**config.mk**
```make
export PLATFORM = sky130hd
export DESIGN_NAME = spi_regfile
export DESIGN_NICKNAME = d
export VERILOG_FILES = /design/src/rtl/spi_regfile.sv
export SDC_FILE = /design/constraint.sdc
export NUM_CORES = 1
export LEC_CHECK = 0
export ABC_AREA = 1
export ABC_CLOCK_PERIOD_IN_PS = 4000
export CORE_ASPECT_RATIO = 0.8
export CORE_MARGIN = 3
export CORE_UTILIZATION = 47
export CTS_CLUSTER_DIAMETER = 200
export CTS_CLUSTER_SIZE = 20
export DETAILED_ROUTE_END_ITERATION = 7
export HOLD_SLACK_MARGIN = 0.12
export PLACE_DENSITY = 0.8
export SLEW_MARGIN = 20
export SYNTH_ARGS = -nofsm -noshare
export SYNTH_HDL_FRONTEND = slang
export SYNTH_SLANG_ARGS = --single-unit
```
**constraint.sdc**
```tcl
create_clock -name spi_clk -period 4 [get_ports spi_clk]
set_input_delay 0.8 -clock spi_clk [delete_from_list [all_inputs] [get_ports spi_clk]]
set_output_delay 0.8 -clock spi_clk [all_outputs]
set_load 0.005 [all_outputs]
```
**src/rtl/spi_regfile.sv**
```systemverilog
// spi_regfile: SPI-side register file with write/read FSM and serial read-back shifter.
// Ports: spi_clk/rst (sync, active-high), cs chip select, byte_done pulse with is_write/addr/wdata
// from the address stage, status_in (read-only at 7'h7F), poci serial read data (MSB first),
// cfg_out packed config registers, wr_pulse/wr_addr strobe and target of each accepted write.
module spi_regfile #(
  parameter int          NUM_REGS  = 32,
  parameter logic [7:0]  RESET_VAL = 8'h00
) (
  input  logic                  spi_clk,
  input  logic                  rst,
  input  logic                  cs,
  input  logic                  byte_done,
  input  logic                  is_write,
  input  logic [6:0]            addr,
  input  logic [7:0]            wdata,
  input  logic [7:0]            status_in,
  output logic                  poci,
  output logic [NUM_REGS*8-1:0] cfg_out,
  output logic                  wr_pulse,
  output logic [6:0]            wr_addr
);
  typedef enum logic [1:0] {IDLE, HDR, WR, RD} state_t;
  localparam logic [6:0] NR = 7'(NUM_REGS);
  state_t      state_q, state_d;
  logic        bd_q, bd_d;
  logic        arm_q, arm_d;
  logic [7:0]  sh_q, sh_d;
  logic        wr_pulse_q, wr_pulse_d;
  logic [6:0]  wr_addr_q, wr_addr_d;
  logic [7:0]  regs_q [NUM_REGS];
  logic [7:0]  rmap [128];
  logic        sample, wr_en, load;
  logic [6:0]  tgt;
  logic [7:0]  rd_val;
  // Full 128-entry read map so the address can index it directly.
  for (genvar g = 0; g < 128; g++) begin : g_map
    if (g < NUM_REGS) begin : g_reg
      assign rmap[g] = regs_q[g];
      assign cfg_out[g*8 +: 8] = regs_q[g];
    end else if (g == 127) begin : g_stat
      assign rmap[g] = status_in;
    end else begin : g_zero
      assign rmap[g] = 8'h00;
    end
  end
  assign sample = bd_q & cs & (state_q != IDLE);
  // Upstream has already post-incremented addr for data bytes.
  assign tgt    = addr - 7'd1;
  assign wr_en  = sample & (state_q == WR) & (tgt < NR);
  assign load   = sample & (((state_q == HDR) & ~is_write) | (state_q == RD));
  assign rd_val = rmap[addr];
  assign poci     = (state_q == RD) & sh_q[7];
  assign wr_pulse = wr_pulse_q;
  assign wr_addr  = wr_addr_q;
  always_comb begin
    state_d = state_q;
    if (!cs) state_d = IDLE;
    else if (state_q == IDLE && arm_q) state_d = HDR;
    else if (state_q == HDR && sample) state_d = is_write ? WR : RD;
    bd_d       = byte_done & cs & (state_q != IDLE);
    // After reset, cs must be seen low before a new transaction may start.
    arm_d      = ~cs | arm_q;
    sh_d       = load ? rd_val : (cs && state_q == RD) ? {sh_q[6:0], 1'b0} : sh_q;
    wr_pulse_d = wr_en;
    wr_addr_d  = wr_en ? tgt : wr_addr_q;
  end
  always_ff @(posedge spi_clk) begin
    if (rst) begin
      state_q    <= IDLE;
      bd_q       <= 1'b0;
      arm_q      <= 1'b0;
      sh_q       <= 8'h00;
      wr_pulse_q <= 1'b0;
      wr_addr_q  <= 7'h00;
    end else begin
      state_q    <= state_d;
      bd_q       <= bd_d;
      arm_q      <= arm_d;
      sh_q       <= sh_d;
      wr_pulse_q <= wr_pulse_d;
      wr_addr_q  <= wr_addr_d;
    end
  end
  always_ff @(posedge spi_clk) begin
    for (int i = 0; i < NUM_REGS; i++) begin
      if (rst) regs_q[i] <= RESET_VAL;
      else if (wr_en && tgt == 7'(i)) regs_q[i] <= wdata;
    end
  end
endmodule

```
==> impl_metrics.tcl <==
set metrics [dict create \
    syn_to_final_growth_pct 29.7 \
    num_io_pins 293 \
    drtPass1Iterations 6 \
    via_per_inst 5.82 \
    fillerInstances 2189 \
    netlist.top_cell.by_area "edfxtp_1" \
    dr_total_vias 11800 \
    skew_ns 0.0255 \
    most_frequent_cell_on_critical_path "nand2_1" \
    worstSetupPathType "in2reg" \
    cts_root_cell "clkbuf_16" \
    worstSetupStartpointType "input port" \
    cts.path.max_buffers 3 \
    critical_path.slowest_cell "clkdlybuf4s50_1" \
    timing.final.setup_violations 0 \
    drc 0 \
    yosys-top-cells-area "edfxtp_1 (59%), nand2_1 (11%), nor2_1 (9.0%), dfxtp_1 (3.1%), nand3_1 (2.5%)" \
    overflow 0 \
    grt_first_pass_wirelength_mm 67.5 \
    wl_per_cell_um 22.9 \
    placed_cell_area_mm2 0.0164 \
    dp_hpwl_mm 33.2 \
    antenna_cells_inserted 0 \
    tritoncts "done" \
    h-tree-depth 1 \
    synth_top_area_share_pct 59.0 \
    layout_min_cycle_time_ns 3.10 \
    holdCritStartpoint "wr_addr[6]" \
    detail_route.wirelength_mm 46.3 \
    worstRegToRegCells 8 \
    timing.final.max_slew_violations 0 \
    critical_path.reg2reg.startpoint "state_q[0]" \
    power.static_leakage_nw 6.59 \
    gpl.final_weighted_congestion 1.00 \
    min-delay-path-class "reg2reg" \
    multi_input_area_mm2 0.00442 \
    timing.setup.tns_ns 0 \
    core.rowCount 53 \
    finish.instance_area_mm2 0.0169 \
    post_cts_sizing_count 0 \
    maximum_single_stage_delay_on_the_critical_path_ns 0.68 \
    vias_in_the_first_global_route 11000 \
    mappedNetlistNets 1423 \
    dp_cells 1995 \
    powerDensity_mw_per_mm2 345 \
    design.die.area_mm2 0.0298 \
    setup_repair_after_global_routing_missed_its_margin "no" \
    irDropWorstVdd_mv 0.295 \
    synth-seq-cells 276 \
    detailedRoute.firstIterationViolations 1859 \
    timing.critical_path.buf_inv 2 \
    cts_inserted_buffers 17 \
    grt_antenna_before_repair 0 \
    clkTransAtPathRegs_ns 0.08 \
    drive_above_1_share_pct 7.13 \
    grt_util_all_layers_pct 30.2 \
    critPathArrivalTime_ns 3.27 \
    hold_violations 0 \
    timing.critical_path.max_delay_family "simple AND/OR/NAND/NOR gates" \
    die_width_um 192 \
    relSlewSlack_pct 40.6 \
    crit_path_max_fanout 10 \
    timing.critical_path.from "addr[2]" \
    cts.hold.buffers_added 0 \
    clock_sinks 276 \
    crit_path_end_kind "register" \
    count_of_antenna_violating_nets_left_after_detailed_routing 0 \
    vertical_die_dimension_um 155 \
    instances_no_fill 2025 \
    synth_cell_types 32 \
    nets 1689 \
    finalHoldWorstSlack_ns 0.456 \
    layout.area.seq_mm2 0.00809 \
    initial_core_util_pct 48.6 \
    mappedNetlistArea_mm2 0.0130 \
    grt_start_max_net_pins 79 \
    cp_data_required_time_ns 4.17 \
    finalPower_mw 5.83 \
    critical_path.cell_chain "clkdlybuf4s50_1, nor2_2, nand2_1, inv_2, nand3_1, nand2_1, nand3b_4, nor2_8, nand2_1, nor2_2, nand2_1, nand2_1" \
    fp.coreArea_mm2 0.0268 \
    yosysSeqAreaShare_pct 62.1 \
    tightestPinTransition_ns 0.889 \
    hold_critical_path_depth 2 \
    post_synth.cell_area_avg_um2 9.36 \
    timing.final.crit_share_pct 77.6 \
    clock_latency_ns 0.52 \
    maxClockFrequency_mhz 322 \
    syn-instance-count 1391 \
    portBuffers 292 \
    number_of_warnings_issued_by_yosys 0 \
    outcome "finished clean" \
    cap_viol_max_count 0 \
    post_cts.repair.setup_buffers 0 \
    critical_path_cell_count 12 \
]
-- final cells by class --
| cell class | count | share of cell area, % |
|---|---|---|
| inverter | 45 | 1.01 |
| timing repair buffer | 336 | 19.4 |
| clock inverter | 2 | 0.229 |
| clock buffer | 28 | 2.76 |
| multi-input combinational | 981 | 26.1 |
| sequential | 276 | 47.9 |
| tap | 357 | 2.64 |
-- worst register-to-register path, delay by kind of cell (launching register included) --
family	cells	cell delay, ns
simple gates	7	1.41
buf+inv	1	0.25
flops	1	0.39
-- flip-flops by register name, summed over array words and instances, names as in the netlist --
signal / count
regs_q: 256
sh_q: 8
wr_addr: 7
state_q: 2
arm_q: 1
bd_q: 1
wr_pulse: 1
-- synth_stat cells --
cell      count
or2_2         2
a21oi_1      52
buf_2        10
buf_1         8
nor2_1      313
buf_4         2
dfxtp_1      20
inv_1        41
nor3_2        3
o22ai_1      24
nand2_1     367
a211oi_1     24
nor3b_1       1
mux2i_1       3
nand3_1      65
nor3_1       10
inv_2         4
nor2_2       13
nand4_1       3
nand3_2      19
ha_1          4
nand3b_1      2
o21ai_0      64
o31ai_1       1
xor2_2        1
nand4_2       4
nor2_8        1
nand2_2       3
xor2_1        1
edfxtp_1    256
nand3b_4      1
clkbuf_1     69
-- metal layers --
layer / GRT usage (%) / wire, um / vias to the layer above
met2: 45.3 / 20300 / 1013
met3: 6.94 / 7080 / 82
met1: 44.8 / 17700 / 5504
met4: 7.84 / 1280 / 0
met5: 0 / 0 / -
li1: - / - / 5196
-- stage by stage --
stage               utilization [%]  worst slack (ns)
CTS                            63.1             0.999
finish                         63.1             0.897
floorplan                         -             0.407
global route                   63.1             0.787
detailed placement             61.2             0.510
global placement               61.2             0.559
-- final timing paths --
check / to / slack [ns]
worst max-delay path: regs_q[1][27] / 0.90
worst min-delay path: wr_addr[6] / 0.46
worst max register to register: regs_q[1][59] / 1.64
worst min register to register: wr_addr[6] / 0.46
-- cell usage in the layout (no fill, tap or decap), types with 3 or more instances in the layout --
cell / synthesis / final
nand2_1: 367 / 367
o22ai_1: 24 / 24
nand3_2: 19 / 19
nand3_1: 65 / 65
nor3_2: 3 / 3
o21ai_0: 64 / 64
clkbuf_16: 0 / 17
nand2_2: 3 / 3
edfxtp_1: 256 / 256
clkbuf_1: 69 / 11
inv_2: 4 / 7
clkdlybuf4s50_1: 0 / 291
nor3_1: 10 / 10
buf_4: 2 / 43
inv_1: 41 / 36
a21oi_1: 52 / 52
nand4_1: 3 / 3
nor2_2: 13 / 13
nand4_2: 4 / 4
dfxtp_1: 20 / 20
mux2i_1: 3 / 3
a211oi_1: 24 / 24
ha_1: 4 / 4
nor2_1: 313 / 313
-- power by group --
| group | leakage (nW) | switching [mW] | internal [mW] |
|---|---|---|---|
| logic | 3.54 | 0.437 | 0.278 |
| clock network | 0.241 | 0.937 | 0.874 |
| registers | 2.80 | 0.0747 | 3.23 |
-- kinds of logic after synthesis --
| kind of cell | after synthesis | share of synthesized area, % |
|---|---|---|
| compound gates | 165 | 7.05 |
| buf+inv | 134 | 4.01 |
| simple gates | 807 | 26.0 |
| mux | 3 | 0.231 |
| flops | 276 | 62.1 |
| xor+xnor | 2 | 0.192 |
| fa+ha+maj | 4 | 0.384 |
Note: power is estimated with default switching activity, not from simulation.
